[config.mk]
export PLATFORM = sky130hd
export DESIGN_NAME = wb_stage
export DESIGN_NICKNAME = d
export VERILOG_FILES = /design/src/rtl/wb_stage.sv
export SDC_FILE = /design/constraint.sdc
export NUM_CORES = 1
export LEC_CHECK = 0
export BUFFER_PORTS_ARGS = -buffer_cell sky130_fd_sc_hd__buf_4
export CAP_MARGIN = 0
export CORE_MARGIN = 3
export CORE_UTILIZATION = 45
export DETAILED_ROUTE_END_ITERATION = 16
export HOLD_SLACK_MARGIN = 0.02
export PLACE_DENSITY = 0.77
export SLEW_MARGIN = 30
export SYNTH_ARGS = -nofsm -noshare
export SYNTH_HDL_FRONTEND = slang
export SYNTH_SLANG_ARGS = --single-unit
[constraint.sdc]
create_clock -name clk -period 1.9 [get_ports clk]
set_clock_uncertainty 0.15 [all_clocks]
set_input_delay 0.095 -clock clk [delete_from_list [all_inputs] [get_ports clk]]
set_output_delay 0.095 -clock clk [all_outputs]
set_load 0.05 [all_outputs]
[src/rtl/wb_stage.sv]
// MIPS writeback stage: registers ALU results, waits for load data, extends sub-word loads.
// Optional commit trace ports are enabled with `define WB_TRACE_EN.
module wb_stage #(
   parameter int DATA_W       = 32,
   parameter int REG_AW       = 5,
   parameter int LOAD_TIMEOUT = 255
) (
   input  logic              clk,
   input  logic              reset,
   input  logic              in_valid,
   output logic              in_ready,
   input  logic [31:0]       in_pc,
   input  logic              in_reg_write,
   input  logic [REG_AW-1:0] in_rd,
   input  logic [DATA_W-1:0] in_alu_result,
   input  logic              in_is_load,
   input  logic [2:0]        in_load_type,
   input  logic [1:0]        in_addr_lo,
   input  logic              dmem_rvalid,
   input  logic [DATA_W-1:0] dmem_rdata,
   input  logic              flush,
`ifdef WB_TRACE_EN
   output logic [31:0]       debug_wb_pc,
   output logic [3:0]        debug_wb_rf_wen,
   output logic [REG_AW-1:0] debug_wb_rf_wnum,
   output logic [DATA_W-1:0] debug_wb_rf_wdata,
`endif
   output logic              reg_write,
   output logic [REG_AW-1:0] rd,
   output logic [DATA_W-1:0] write_data,
   output logic              adel,
   output logic              bus_err
);

   typedef enum logic {S_IDLE, S_WAIT_DATA} state_t;

   localparam int CNT_W = (LOAD_TIMEOUT > 1) ? $clog2(LOAD_TIMEOUT) : 1;

   state_t              r_state, w_state_nxt;
   logic [CNT_W-1:0]    r_cnt, w_cnt_nxt;
   logic [REG_AW-1:0]   r_ld_rd;
   logic [2:0]          r_ld_type;
   logic [1:0]          r_ld_lo;
   logic                r_ld_wr;

   logic                w_accept, w_misaligned, w_timeout, w_capture;
   logic                w_alu_done, w_ld_done;
   logic                w_wen_nxt, w_adel_nxt, w_berr_nxt;
   logic [REG_AW-1:0]   w_rd_nxt;
   logic [DATA_W-1:0]   w_wdata_nxt, w_ld_data;
   logic [7:0]          w_byte;
   logic [15:0]         w_half;

   assign in_ready  = (r_state == S_IDLE) && !flush;
   assign w_accept  = in_valid && in_ready;
   assign w_timeout = (LOAD_TIMEOUT != 0) && (r_cnt == CNT_W'(LOAD_TIMEOUT - 1));

   always_comb begin
      case (in_load_type)
         3'd0, 3'd1: w_misaligned = 1'b0;
         3'd2, 3'd3: w_misaligned = in_addr_lo[0];
         default:    w_misaligned = |in_addr_lo;
      endcase
   end

   assign w_byte = dmem_rdata[{r_ld_lo, 3'b000} +: 8];
   assign w_half = dmem_rdata[{r_ld_lo[1], 4'b0000} +: 16];

   always_comb begin
      case (r_ld_type)
         3'd0:    w_ld_data = {{(DATA_W-8){w_byte[7]}}, w_byte};
         3'd1:    w_ld_data = {{(DATA_W-8){1'b0}}, w_byte};
         3'd2:    w_ld_data = {{(DATA_W-16){w_half[15]}}, w_half};
         3'd3:    w_ld_data = {{(DATA_W-16){1'b0}}, w_half};
         default: w_ld_data = dmem_rdata;
      endcase
   end

   // NOTE: every signal gets a default before the case so no path leaves one unassigned (no latches).
   always_comb begin
      w_state_nxt = r_state;
      w_cnt_nxt   = r_cnt;
      w_wen_nxt   = 1'b0;
      w_adel_nxt  = 1'b0;
      w_berr_nxt  = 1'b0;
      w_rd_nxt    = rd;
      w_wdata_nxt = write_data;
      w_capture   = 1'b0;
      w_alu_done  = 1'b0;
      w_ld_done   = 1'b0;
      case (r_state)
         S_IDLE: begin
            if (w_accept) begin
               if (!in_is_load) begin
                  w_wen_nxt   = in_reg_write && (in_rd != '0);
                  w_rd_nxt    = in_rd;
                  w_wdata_nxt = in_alu_result;
                  w_alu_done  = 1'b1;
               end else if (w_misaligned) begin
                  w_adel_nxt  = 1'b1;
               end else begin
                  w_capture   = 1'b1;
                  w_cnt_nxt   = '0;
                  w_state_nxt = S_WAIT_DATA;
               end
            end
         end
         S_WAIT_DATA: begin
            w_cnt_nxt = r_cnt + CNT_W'(1);
            if (flush) begin
               w_state_nxt = S_IDLE;
            end else if (dmem_rvalid) begin
               w_wen_nxt   = r_ld_wr && (r_ld_rd != '0);
               w_rd_nxt    = r_ld_rd;
               w_wdata_nxt = w_ld_data;
               w_ld_done   = 1'b1;
               w_state_nxt = S_IDLE;
            end else if (w_timeout) begin
               w_berr_nxt  = 1'b1;
               w_state_nxt = S_IDLE;
            end
         end
         default: w_state_nxt = S_IDLE;
      endcase
   end

   // NOTE: sequential state uses non-blocking assignments so all registers update from pre-edge values.
   always_ff @(posedge clk or posedge reset) begin
      if (reset) begin
         r_state    <= S_IDLE;
         r_cnt      <= '0;
         r_ld_rd    <= '0;
         r_ld_type  <= '0;
         r_ld_lo    <= '0;
         r_ld_wr    <= 1'b0;
         reg_write  <= 1'b0;
         rd         <= '0;
         write_data <= '0;
         adel       <= 1'b0;
         bus_err    <= 1'b0;
      end else begin
         r_state    <= w_state_nxt;
         r_cnt      <= w_cnt_nxt;
         reg_write  <= w_wen_nxt;
         rd         <= w_rd_nxt;
         write_data <= w_wdata_nxt;
         adel       <= w_adel_nxt;
         bus_err    <= w_berr_nxt;
         if (w_capture) begin
            r_ld_rd   <= in_rd;
            r_ld_type <= in_load_type;
            r_ld_lo   <= in_addr_lo;
            r_ld_wr   <= in_reg_write;
         end
      end
   end

`ifdef WB_TRACE_EN
   logic [31:0] r_ld_pc;

   // Trace PC follows the committing instruction; loads report the PC captured at accept.
   always_ff @(posedge clk or posedge reset) begin
      if (reset) begin
         r_ld_pc     <= '0;
         debug_wb_pc <= '0;
      end else begin
         if (w_capture)
            r_ld_pc <= in_pc;
         if (w_alu_done)
            debug_wb_pc <= in_pc;
         else if (w_ld_done)
            debug_wb_pc <= r_ld_pc;
      end
   end

   assign debug_wb_rf_wen   = {4{reg_write}};
   assign debug_wb_rf_wnum  = rd;
   assign debug_wb_rf_wdata = write_data;
`else
   logic w_unused_trace;
   assign w_unused_trace = ^{in_pc, w_alu_done, w_ld_done};
`endif

endmodule

Word-level counts from Yosys, hierarchy flattened
Cells that the tools add are included.
{"block": "word_totals", "word_cells": 79, "register_bits": 60, "inputBits": 113, "out_inout_bits": 41}
{"block": "classes", "n_eq_ne": 13, "bitwise": 1, "n_addsub": 1, "shifts": 2, "mux": 37, "reduce_logical": 14}
{"cell": "32-bit 2-to-1 mux", "count": 4}
{"cell": "32-bit one-hot mux with 4 select lines", "count": 1}
{"cell": "32-bit one-hot mux with 2 select lines", "count": 1}
{"cell": "32-bit by 6-bit variable part select with 16-bit output", "count": 1}
{"cell": "32-bit by 6-bit variable part select with 8-bit output", "count": 1}
{"cell": "8-bit 2-to-1 mux", "count": 3}
{"cell": "5-bit 2-to-1 mux", "count": 4}
{"cell": "1-bit 2-to-1 mux", "count": 19}
{"cell": "8-bit one-hot mux with 2 select lines", "count": 1}
{"cell": "3-bit by 2-bit equality test with 1-bit output, second input constant", "count": 4}
{"cell": "2-bit inequality test, second input constant", "count": 6}
{"cell": "5-bit one-hot mux with 2 select lines", "count": 1}
{"cell": "5-bit nonzero test", "count": 2}
{"cell": "8-bit by 1-bit adder with 8-bit output, second input constant", "count": 1}
{"cell": "8-bit equality test, second input constant", "count": 1}
{"cell": "3-bit by 1-bit equality test with 1-bit output, second input constant", "count": 2}
{"cell": "3-bit zero test", "count": 2}
{"cell": "1-bit one-hot mux with 2 select lines", "count": 3}
{"cell": "2-bit OR reduction", "count": 3}
{"cell": "1-bit logical AND", "count": 4}
{"cell": "4-bit AND reduction", "count": 1}
{"cell": "3-bit AND reduction", "count": 1}
{"cell": "1-bit zero test", "count": 1}
{"cell": "1-bit inverter", "count": 1}

Logic depth before layout (Yosys ltp)
Gate-level depths: netlist (run 1).
{"block": "logic_depth", "depth_word": 7, "ltp_mapped": 8, "mapped_depth_nobuf": 4}

Worst setup path after synthesis (run 1)
No wires, ideal clock.
{"block": "synth_path", "kind": "reg2reg", "startpoint": "reg r_state", "endpoint": "reg write_data[0]", "setup_time_ps": 126, "path_stages_with_launch": 8, "arrival_ps": 2030, "t_required_ps": 1624, "path_slack_ps": -405, "cell_sequence": "dfrtp_1 -> buf_6 -> nor2_1 -> a31o_1 -> buf_6 -> buf_8 -> mux2i_1 -> o21ai_1"}
{"block": "synth_between", "elab_chain_cells": 5}
{"item": "start: declaration", "line": "39", "source": "state_t r_state, w_state_nxt;"}
{"item": "start signal: assignment", "line": "142", "source": "r_state <= w_state_nxt;"}
{"item": "1-bit inverter"}
{"item": "1-bit logical AND", "line": "54", "source": "assign in_ready = (r_state == S_IDLE) && !flush;"}
{"item": "via in_ready", "line": "11", "source": "output logic in_ready,"}
{"item": "1-bit logical AND", "line": "55", "source": "assign w_accept = in_valid && in_ready;"}
{"item": "2-bit inequality test (no source line)"}
{"item": "4-bit AND reduction (no source line)"}
{"item": "end signal: assignment", "line": "146", "source": "write_data <= w_wdata_nxt;"}
{"item": "end: declaration", "line": "30", "source": "output logic [DATA_W-1:0] write_data,"}
The timed path passes the listed nets, and every way through them passes these cells.
A chain may end at the register's enable or synchronous reset.

Worst setup path after layout (run 1)
{"block": "layout_path", "startpoint": "in flush", "endpoint": "reg write_data[5]"}
{"block": "layout_between", "elab_chain_cells": 5}
{"item": "start: declaration", "line": "21", "source": "input logic flush,"}
{"item": "1-bit zero test", "line": "54"}
{"item": "1-bit logical AND", "line": "54"}
{"item": "1-bit logical AND", "line": "55"}
{"item": "2-bit inequality test (no source line)"}
{"item": "4-bit AND reduction (no source line) (*)"}
Mark *: on every way between the ends. The rest lies on a longest branch, timed or not.

==> flow_metrics.tcl, run 1 <==
set metrics [dict create \
    outcome "finished, final reports clean" \
    synth_warnings 0 \
    die-area_mm2 0.00871 \
    grt_overflow 0 \
    grt_usage_pct 27.1 \
    clkTransAtPathRegs_ns 0.07 \
    grt_pass1_wl_um 18300 \
    clk_latency_ns 0.34 \
    slew_viol_final 0 \
    die_w_um 93.3 \
    max-vdd-ir-drop_uv 504 \
    seq_area_frac_synth_pct 43.7 \
    drt_iter0_drc 225 \
    pwr_density_cell_mw_per_mm2 955 \
    ant_nets 0 \
    p_seq_share_pct 34.4 \
    yosys.area.top_type_share_pct 43.7 \
    crit_required_ns 1.97 \
    worstMarginPinSlew_ns 0.401 \
    post_cts_buffers 0 \
    swShare_pct 41.1 \
    grt_setup_unrepaired "no" \
    wl_per_cell_um 17.7 \
    clockPowerShare_pct 21.3 \
    h-tree-depth 3 \
    synth_area_leaders "dfrtp_1 44%, mux2i_1 7.3%, nand2_1 4.7%, o21ai_0 4.2%, a211oi_2 4.0%" \
    syn_avg_cell_area_um2 9.46 \
    min_period_ns 1.84 \
    crit_chain "dlygate4sd3_1 -> buf_4 -> and3b_1 -> a31o_1 -> buf_12 -> mux2i_1 -> o21ai_0" \
    crit_type "in2reg" \
    core_area_mm2 0.00733 \
    cp-start-kind "input port" \
    timing.final.crit_share_pct 96.7 \
    reg2reg_slack_ns 0.09 \
    reg2reg_to "write_data[5]$_DFFE_PP0P_" \
    p_sw_w 0.00214 \
    min_path_cells 5 \
    syn_inst 363 \
    cp.arrival_ns 1.91 \
    end_kind "register" \
    r2r_start "r_state$_DFF_PP0_" \
    ios 154 \
    cts_max_path_buffers 2 \
    drcViolationCount 0 \
    place_ws_ns 0.0959 \
    cts_num_sinks 60 \
    nNetsFinal 681 \
    holdPathEnd "write_data[7]$_DFFE_PP0P_" \
    combPwrFrac_pct 44.3 \
    finalInstanceArea_mm2 0.00546 \
    min_from "dmem_rdata[7]" \
    cpMaxStageDelayCell "dlygate4sd3_1" \
    root_buffer "clkbuf_8" \
    diodes 0 \
    relSlewSlack_pct 72.5 \
    fill_cells 536 \
    netlist_area_mm2 0.00343 \
    portBuffers 121 \
    hpwl_um 7130 \
    finalHoldWorstSlack_ns 0.0770 \
    cap_violations 0 \
    setup_viol 0 \
    setup_ws_ns 0.0619 \
    rr_worst_depth 5 \
    area_growth_pct 59.1 \
    cts_tree "built" \
    die_h_um 93.3 \
    synth_largest_area_cell "dfrtp_1" \
    hold_class "in2reg" \
    via_per_inst 5.53 \
    finalSetupTns_ns 0 \
    p_int_w 0.00307 \
    max_freq_mhz 544 \
    grt_max_degree 61 \
    ys_ff_latch 60 \
    synth_edf_count 0 \
    grt_pass1_vias 3774 \
    initial_core_util_pct 46.8 \
    p_leak_nw 2.40 \
    finalHoldViolCount 0 \
    ys.flop_type "dfrtp_1" \
    routed-via-count 3687 \
    drive_gt1_share_pct 32.4 \
    syn-num-nets 478 \
    critPathMaxStageDelay_ns 0.53 \
    wl_um 11800 \
    antenna_found_initial 0 \
    gp_congestion 0.811 \
    crit_fanout 32 \
    numCtsBuffers 9 \
    netlist-cell-type-count 44 \
    drt_first_pass_iters 6 \
    synth-async-reset-ratio_pct 100 \
    dpl_cell_area_mm2 0.00448 \
    rows 31 \
]
-- worst max-delay path, delay by kind of cell --
kind,cells,cell delay (ns)
multiplexers,1,0.24
AND/OR/NAND/NOR,1,0.34
buffers and inverters,3,0.92
AO/OA/AOI/OAI,2,0.29
-- per-layer routing --
layer  GRT usage, %  vias up  part of all wire [%]
li1               -     1707                     -
met1           31.6     1780                    39
met4           6.84        0                   1.5
met3           5.87       21                   6.9
met2           50.1      179                    53
met5              0        -                     0
-- per-stage QoR --
stage / total power [W] / utilization (%) / cells
detailed placement: 0.00393 / 61.2 / 575
floorplan: 0.00320 / - / 363
finish: 0.00521 / 74.5 / 667
CTS: 0.00517 / 74.4 / 667
global route: 0.00546 / 74.5 / 667
global placement: 0.00387 / 61.2 / 575
-- cells by family (layout without fill, tap and decap cells) --
group,after synthesis,count (layout),share of synthesized area (%)
AND/OR/NAND/NOR,147,147,21.9
multiplexers,37,37,11.2
flip-flops,60,60,43.7
buffers and inverters,31,236,5.21
AO/OA/AOI/OAI,86,86,17.2
adder cells (fa/ha/maj),2,2,0.729
-- area by class of cell --
class                   count  area (um^2)  area share (%)
flip-flops and latches     60         1500            27.5
well taps                  99          124            2.27
repair buffers            217         1860            34.1
clock buffers              10          138            2.52
clock inverters             3         40.0           0.733
multi-input cells         272         1770            32.4
inverters                   6         22.5           0.412
-- power groups by stage --
stage	combinational, W	clock (W)	sequential (W)
6_report	0.00231	0.00111	0.00179
5_1_grt	0.00245	0.00118	0.00183
4_1_cts	0.00226	0.00113	0.00177
3_5_place_dp	0.00213	0	0.00180
3_3_place_gp	0.00209	0	0.00178
2_1_floorplan	0.000787	0	0.00241
-- layout by cell type (no fill, tap or decap), drive strengths merged, types with 9 or more instances in the layout --
master	instances
o21ai	34
dfrtp	60
nand2	43
dlygate4sd3	79
mux2i	25
a21oi	16
nor3	23
clkbuf	10
o22ai	9
a211oi	17
mux2	12
buf	138
nor2	28
nor2b	16
-- how the worst max path moves through the flow --
stage	to	depth (start not counted)	from
3_5_place_dp	write_data[8]$_DFFE_PP0P_	4	r_ld_type[1]$_DFFE_PP0P_
3_3_place_gp	write_data[15]$_DFFE_PP0P_	4	r_ld_type[1]$_DFFE_PP0P_
5_1_grt	write_data[22]$_DFFE_PP0P_	5	r_ld_lo[0]$_DFFE_PP0P_
2_1_floorplan	write_data[0]$_DFFE_PP0P_	7	r_state$_DFF_PP0_
6_report	write_data[5]$_DFFE_PP0P_	7	flush
4_1_cts	write_data[12]$_DFFE_PP0P_	4	r_ld_type[1]$_DFFE_PP0P_
-- flip-flops by register name, summed over array words and instances (netlist names) --
register,cells
write_data,32
r_cnt,8
r_ld_rd,5
rd,5
r_ld_type,3
r_ld_lo,2
adel,1
bus_err,1
r_ld_wr,1
r_state,1
reg_write,1
-- synth_stat cells, drive strengths merged, types with 5 or more instances --
cell and n:
a211oi 17, a21oi 16, buf 15, clkbuf 10, dfrtp 60, inv 6, mux2 12, mux2i 25
nand2 43, nand3 8, nand4 5, nor2 28, nor2b 16, nor3 23, o21ai 34, o22ai 9
or3 8
-- timing repair --
item	in CTS	in global routing
hold endpoints to repair	112	0
setup endpoints to repair	0	11
hold buffers	79	0
resized for setup	0	3
Power figures use the tool's default switching activity.
==> inputs of run 2 (changes only) <==
--- a/config.mk
+++ b/config.mk
@@ -5,13 +5,14 @@
 export SDC_FILE = /design/constraint.sdc
 export NUM_CORES = 1
 export LEC_CHECK = 0
+export ABC_AREA = 1
 export BUFFER_PORTS_ARGS = -buffer_cell sky130_fd_sc_hd__buf_4
 export CAP_MARGIN = 0
 export CORE_MARGIN = 3
 export CORE_UTILIZATION = 45
 export DETAILED_ROUTE_END_ITERATION = 16
 export HOLD_SLACK_MARGIN = 0.02
-export PLACE_DENSITY = 0.77
+export PLACE_DENSITY = 0.76
 export SLEW_MARGIN = 30
 export SYNTH_ARGS = -nofsm -noshare
 export SYNTH_HDL_FRONTEND = slang
==> constraint.sdc (replaced) <==
create_clock -name clk -period 1.75 [get_ports clk]
set_clock_uncertainty 0.15 [all_clocks]
set_input_delay 0.0875 -clock clk [delete_from_list [all_inputs] [get_ports clk]]
set_output_delay 0.0875 -clock clk [all_outputs]
set_load 0.05 [all_outputs]
==> run 2 against run 1 <==
- setup slack better by 0.024 ns
- sequential power is 6% higher
- count of clock-buffer cells in the layout is 2 higher
- via count is 15% higher
- final area is 4.1% higher
- critical endpoint is now write_data[12]$_DFFE_PP0P_
- non-clock buffer count is 7 higher
- sequential cell count stayed put
- utilization is 1.3 points lower
- clock power is 17% higher
- register-to-register slack hardly changed
- routed wire length is 1.7% higher
- hold slack worse by 0.051 ns
==> flow_metrics.tcl, run 2 <==
set metrics [dict create \
    numCtsBuffers 9 \
    cts_max_path_buffers 2 \
    via_per_inst 5.12 \
    diodes 0 \
    routed-via-count 4233 \
    ant_nets 0 \
    hpwl_um 7780 \
    synth_edf_count 0 \
    swShare_pct 41.9 \
    synth-async-reset-ratio_pct 100 \
    finalHoldWorstSlack_ns 0.0262 \
    wl_per_cell_um 14.5 \
    pwr_density_cell_mw_per_mm2 1010 \
    netlist_area_mm2 0.00360 \
    grt_setup_unrepaired "no" \
    ys_ff_latch 60 \
    finalHoldViolCount 0 \
    outcome "finished, final reports clean" \
    synth_largest_area_cell "dfrtp_1" \
    synth_warnings 0 \
    grt_pass1_vias 4156 \
    drive_gt1_share_pct 25.7 \
    cap_violations 0 \
    portBuffers 121 \
    cpLargestDelayFamily "flip-flops" \
    nNetsFinal 835 \
    netlist-cell-type-count 29 \
    grt_usage_pct 27.4 \
    cp.arrival_ns 1.73 \
    cts_tree "built" \
    syn_avg_cell_area_um2 7.03 \
    synth_area_leaders "dfrtp_1 42%, nand2_1 17%, a21oi_1 7.4%, nand3_1 7.2%, nor2_1 5.9%" \
    area_growth_pct 57.8 \
    die_h_um 95.5 \
    synth.most_common_cell "nand2_1" \
    synth_commonest_cells "159 x nand2_1, 60 x dfrtp_1, 57 x nor2_1, 53 x a21oi_1, 52 x nand3_1" \
    core_area_mm2 0.00777 \
    top_register "write_data" \
    clk_latency_ns 0.34 \
    slew_viol_final 0 \
    rows 32 \
    ys.flop_type "dfrtp_1" \
    setup_viol 0 \
    worstMarginPinSlew_ns 0.572 \
    max_freq_mhz 601 \
    crit_chain "nor2_4 -> nand2_2 -> o21ai_2 -> nand2_2 -> buf_12 -> a21oi_1 -> a21oi_1" \
    clockPowerShare_pct 22.7 \
    max-vdd-ir-drop_uv 576 \
    crit_fanout 26 \
    p_sw_w 0.00240 \
    end_kind "register" \
    grt_max_degree 38 \
    root_buffer "clkbuf_8" \
    crit_type "reg2reg" \
    combPwrFrac_pct 44.1 \
    p_seq_share_pct 33.2 \
    syn_inst 513 \
    cp-start-kind "register" \
    critPathMaxStageDelay_ns 0.49 \
    yosys.area.top_type_share_pct 41.7 \
    p_leak_nw 2.91 \
    hold_class "in2reg" \
    setup_ws_ns 0.0856 \
    seq_area_frac_synth_pct 41.7 \
    syn-num-nets 628 \
    final_cell_mix "159 x nand2_1, 141 x buf_4, 78 x dlygate4sd3_1" \
    ios 154 \
    min_period_ns 1.66 \
    timing.final.crit_share_pct 95.1 \
    h-tree-depth 3 \
    wl_um 12000 \
    die_w_um 95.5 \
    largest_reg_flops 32 \
    initial_core_util_pct 46.4 \
    grt_overflow 0 \
    p_int_w 0.00333 \
    crit_buf_inv 1 \
    layout_commonest_cell "nand2_1" \
    clkTransAtPathRegs_ns 0.07 \
    cts_num_sinks 60 \
    gp_congestion 0.883 \
    place_ws_ns 0.0442 \
    top_regs "write_data: 32 flops, r_cnt: 8 flops" \
    crit_required_ns 1.82 \
    relSlewSlack_pct 61.8 \
    antenna_found_initial 0 \
    drcViolationCount 0 \
    finalSetupTns_ns 0 \
    drt_iter0_drc 281 \
    cpMaxStageDelayCell "dfrtp_2" \
    die-area_mm2 0.00912 \
    grt_pass1_wl_um 19400 \
    drt_first_pass_iters 5 \
]
run 2: changes by cell type after synthesis, sizes merged, moves of 25 or more:
cell	before	now
nand3	8	52
mux2i	25	0
nor2	28	60
inv	6	40
nand2	43	163
a21oi	16	57
run 2: path summary, 6_finish.rpt:
| kind | slack [ns] | cells after the start | end | startpoint |
|---|---|---|---|---|
| max | 0.09 | 7 | write_data[12]$_DFFE_PP0P_ | r_state$_DFF_PP0_ |
| min | 0.03 | 5 | write_data[4]$_DFFE_PP0P_ | dmem_rdata[4] |
| max reg2reg | 0.09 | 7 | write_data[12]$_DFFE_PP0P_ | r_state$_DFF_PP0_ |
| min reg2reg | 0.32 | 2 | r_ld_wr$_DFFE_PP0P_ | r_ld_wr$_DFFE_PP0P_ |
| max in group asynchronous | 0.61 | 4 | r_ld_lo[1]$_DFFE_PP0P_ | reset |
| min in group asynchronous | 0.23 | 3 | write_data[28]$_DFFE_PP0P_ | reset |
run 2: cell type report:
cell class / count / area [um^2]
Clock inverter: 4 / 47.5
Timing Repair Buffer: 224 / 1930
Fill cell: 608 / 2080
Clock buffer: 12 / 155
Sequential cell: 60 / 1500
Tap cell: 102 / 128
Multi-Input combinational cell: 384 / 1760
Inverter: 41 / 160
run 2: worst min-delay path: cells and delay by family:
family                 cells  cell delay (ns)
AOI/OAI and AO/OA          2             0.16
buffers and inverters      1             0.09
and+or+nand+nor            2             0.13
run 2: power groups by stage:
stage,combinational [W],sequential (W),clock [W]
6_report,0.00253,0.00190,0.00130
5_1_grt,0.00273,0.00194,0.00138
4_1_cts,0.00249,0.00189,0.00133
3_5_place_dp,0.00235,0.00191,0
3_3_place_gp,0.00231,0.00190,0
2_1_floorplan,0.000866,0.00262,0
run 2: repair_timing:
action,in CTS,in global routing
setup buffers,0,1
hold buffers,77,1
resized for setup,0,8
hold endpoints to repair,73,2
endpoints found under the setup margin,0,35
run 2: per-layer routing:
| metal | GRT usage (%) | vias up | routed length [um] |
|---|---|---|---|
| met3 | 5.21 | 18 | 902 |
| li1 | - | 2079 | - |
| met5 | 0 | - | 0 |
| met4 | 7.46 | 0 | 156 |
| met2 | 49.3 | 195 | 6130 |
| met1 | 33.2 | 1941 | 4790 |
run 2: per-stage QoR:
step	total power [W]	instances	area (um^2)	utilization, %
final	0.00573	827	5690	73.2
after floorplan	0.00348	513	3600	-
after detailed placement	0.00427	732	4680	60.3
after global placement	0.00421	732	4680	60.3
after CTS	0.00571	825	5660	72.8
after global routing	0.00606	827	5690	73.2
run 2: cell families (layout without fill, tap and decap cells):
logic type / Yosys count / after routing / share of synthesized area, %
AO/OA/AOI/OAI: 97 / 97 / 14.8
XOR/XNOR: 1 / 1 / 0.243
adder cells (fa/ha/maj): 2 / 2 / 0.694
buffers and inverters: 69 / 281 / 9.51
flip-flops: 60 / 60 / 41.7
AND/OR/NAND/NOR: 284 / 284 / 33.1
==> inputs of run 3 (changes only) <==
--- a/config.mk
+++ b/config.mk
@@ -11,9 +11,11 @@
 export CORE_MARGIN = 3
 export CORE_UTILIZATION = 45
 export DETAILED_ROUTE_END_ITERATION = 16
+export GPL_TIMING_DRIVEN = 0
 export HOLD_SLACK_MARGIN = 0.02
 export PLACE_DENSITY = 0.76
-export SLEW_MARGIN = 30
+export REMOVE_ABC_BUFFERS = 1
+export SLEW_MARGIN = 20
 export SYNTH_ARGS = -nofsm -noshare
 export SYNTH_HDL_FRONTEND = slang
 export SYNTH_SLANG_ARGS = --single-unit
==> run 3 against run 2 <==
- first-iteration DRC count up 49%
- critical path depth up 1
- routed wire length up 20%
- utilization up 2.2 points
- die area unchanged
- critical path type unchanged
- largest power group unchanged
==> flow_metrics.tcl, run 3 (synthesis gave the netlist of run 2 again) <==
set metrics [dict create \
    finalHoldViolCount 0 \
    drive_gt1_share_pct 27.4 \
    relSlewSlack_pct 76.8 \
    max-vdd-ir-drop_uv 597 \
    hold_class "in2reg" \
    clk_latency_ns 0.34 \
    core_area_mm2 0.00777 \
    place_ws_ns -1.57 \
    hpwl_um 7080 \
    nNetsFinal 836 \
    ios 154 \
    cp-start-kind "register" \
    clockPowerShare_pct 22.1 \
    portBuffers 121 \
    ant_nets 0 \
    die-area_mm2 0.00912 \
    pwr_density_cell_mw_per_mm2 1020 \
    die_h_um 95.5 \
    final_cell_mix "156 x nand2_1, 134 x buf_4, 77 x dlygate4sd3_1" \
    outcome "finished, final reports clean" \
    drt_first_pass_iters 5 \
    area_growth_pct 62.6 \
    worstMarginPinSlew_ns 0.348 \
    routed-via-count 4507 \
    drt_iter0_drc 419 \
    p_seq_share_pct 32.9 \
    numCtsBuffers 9 \
    fill_cells 558 \
    die_w_um 95.5 \
    p_sw_w 0.00260 \
    grt_overflow 0 \
    power.total_w 0.00596 \
    root_buffer "clkbuf_8" \
    drcViolationCount 0 \
    grt_pass1_vias 4174 \
    antenna_found_initial 1 \
    finalSetupTns_ns 0 \
    grt_pass1_wl_um 20100 \
    cts_max_path_buffers 2 \
    p_int_w 0.00336 \
    top_register "write_data" \
    via_per_inst 5.44 \
    top_regs "write_data: 32 flops, r_cnt: 8 flops" \
    timing.final.crit_share_pct 97.8 \
    cap_violations 0 \
    crit_fanout 14 \
    crit_required_ns 1.84 \
    crit_type "reg2reg" \
    slew_viol_final 0 \
    end_kind "register" \
    min_period_ns 1.71 \
    grt_usage_pct 28.6 \
    rows 32 \
    clkTransAtPathRegs_ns 0.07 \
    p_leak_nw 2.96 \
    cp.arrival_ns 1.80 \
    h-tree-depth 3 \
    setup_ws_ns 0.0393 \
    combPwrFrac_pct 45.0 \
    grt_max_degree 54 \
    cts_tree "built" \
    setup_viol 0 \
    cts_num_sinks 60 \
    wl_um 14300 \
    wl_per_cell_um 17.3 \
    layout_commonest_cell "nand2_1" \
    swShare_pct 43.6 \
    gp_congestion 0.827 \
    largest_reg_flops 32 \
    initial_core_util_pct 46.4 \
    max_freq_mhz 585 \
]
-- run 3: path summary, 6_finish.rpt --
check,start,end,slack [ns],depth (start not counted)
worst max-delay path,r_ld_lo[1]$_DFFE_PP0P_,write_data[23]$_DFFE_PP0P_,0.04,8
worst min-delay path,dmem_rdata[15],write_data[15]$_DFFE_PP0P_,0.03,5
worst max register to register,r_ld_lo[1]$_DFFE_PP0P_,write_data[23]$_DFFE_PP0P_,0.04,8
worst min register to register,rd[0]$_DFFE_PP0P_,rd[0]$_DFFE_PP0P_,0.34,2
max in group asynchronous,reset,r_state$_DFF_PP0_,0.82,4
min in group asynchronous,reset,write_data[29]$_DFFE_PP0P_,0.09,3
-- run 3: layer usage --
layer | GRT usage (%) | vias to the layer above | share of wire, %
li1 | - | 2081 | -
met4 | 12.7 | 0 | 3.1
met1 | 34.1 | 2096 | 38
met5 | 0 | - | 0
met2 | 50.7 | 289 | 50
met3 | 4.50 | 41 | 9.3
-- run 3: final cells by class --
cell class | count | area (um^2) | share of cell area (%)
Multi-Input combinational cell | 392 | 1950 | 33.3
Inverter | 41 | 201 | 3.44
Timing Repair inverter | 2 | 20.0 | 0.342
Timing Repair Buffer | 215 | 1840 | 31.4
Sequential cell | 60 | 1510 | 25.8
Clock inverter | 4 | 47.5 | 0.811
Clock buffer | 12 | 155 | 2.65
Tap cell | 102 | 128 | 2.18
Antenna cell | 1 | 2.50 | 0.0427
-- run 3: power groups by stage --
stage                     Combinational, W  Sequential [W]  Clock (W)
after floorplan                   0.000728         0.00267          0
after global placement             0.00213         0.00198          0
after detailed placement           0.00218         0.00199          0
after CTS                          0.00243         0.00197    0.00133
after global routing               0.00286         0.00199    0.00139
final                              0.00268         0.00196    0.00132
-- run 3: what timing repair did --
| action | in CTS | in global routing |
|---|---|---|
| pin swaps | 3 | 8 |
| endpoints found under the hold margin | 112 | 2 |
| gates resized for setup | 23 | 19 |
| endpoints found under the setup margin | 58 | 53 |
| hold buffers | 75 | 2 |
| cloned | 3 | 7 |
| setup buffers | 5 | 11 |
-- run 3: stage by stage --
stage                     hold slack (ns)  util (%)  std cells  cell area [um^2]
after floorplan                   0.00853         -        485              3420
after global placement              0.118      57.3        708              4450
after detailed placement          -0.0942      57.6        709              4480
after CTS                          0.0246      72.2        808              5610
after global routing               0.0488      75.5        829              5860
final                              0.0272      75.5        829              5860
-- run 3: critical path: stages, from the launching register on --
cell and delay, ns:
dfrtp_4 0.57, inv_6 0.15, nand2_1 0.08, nand3_1 0.11
nand2_4 0.12, nand2_4 0.14, nand3_1 0.14, nand2_1 0.10
nand2_1 0.05
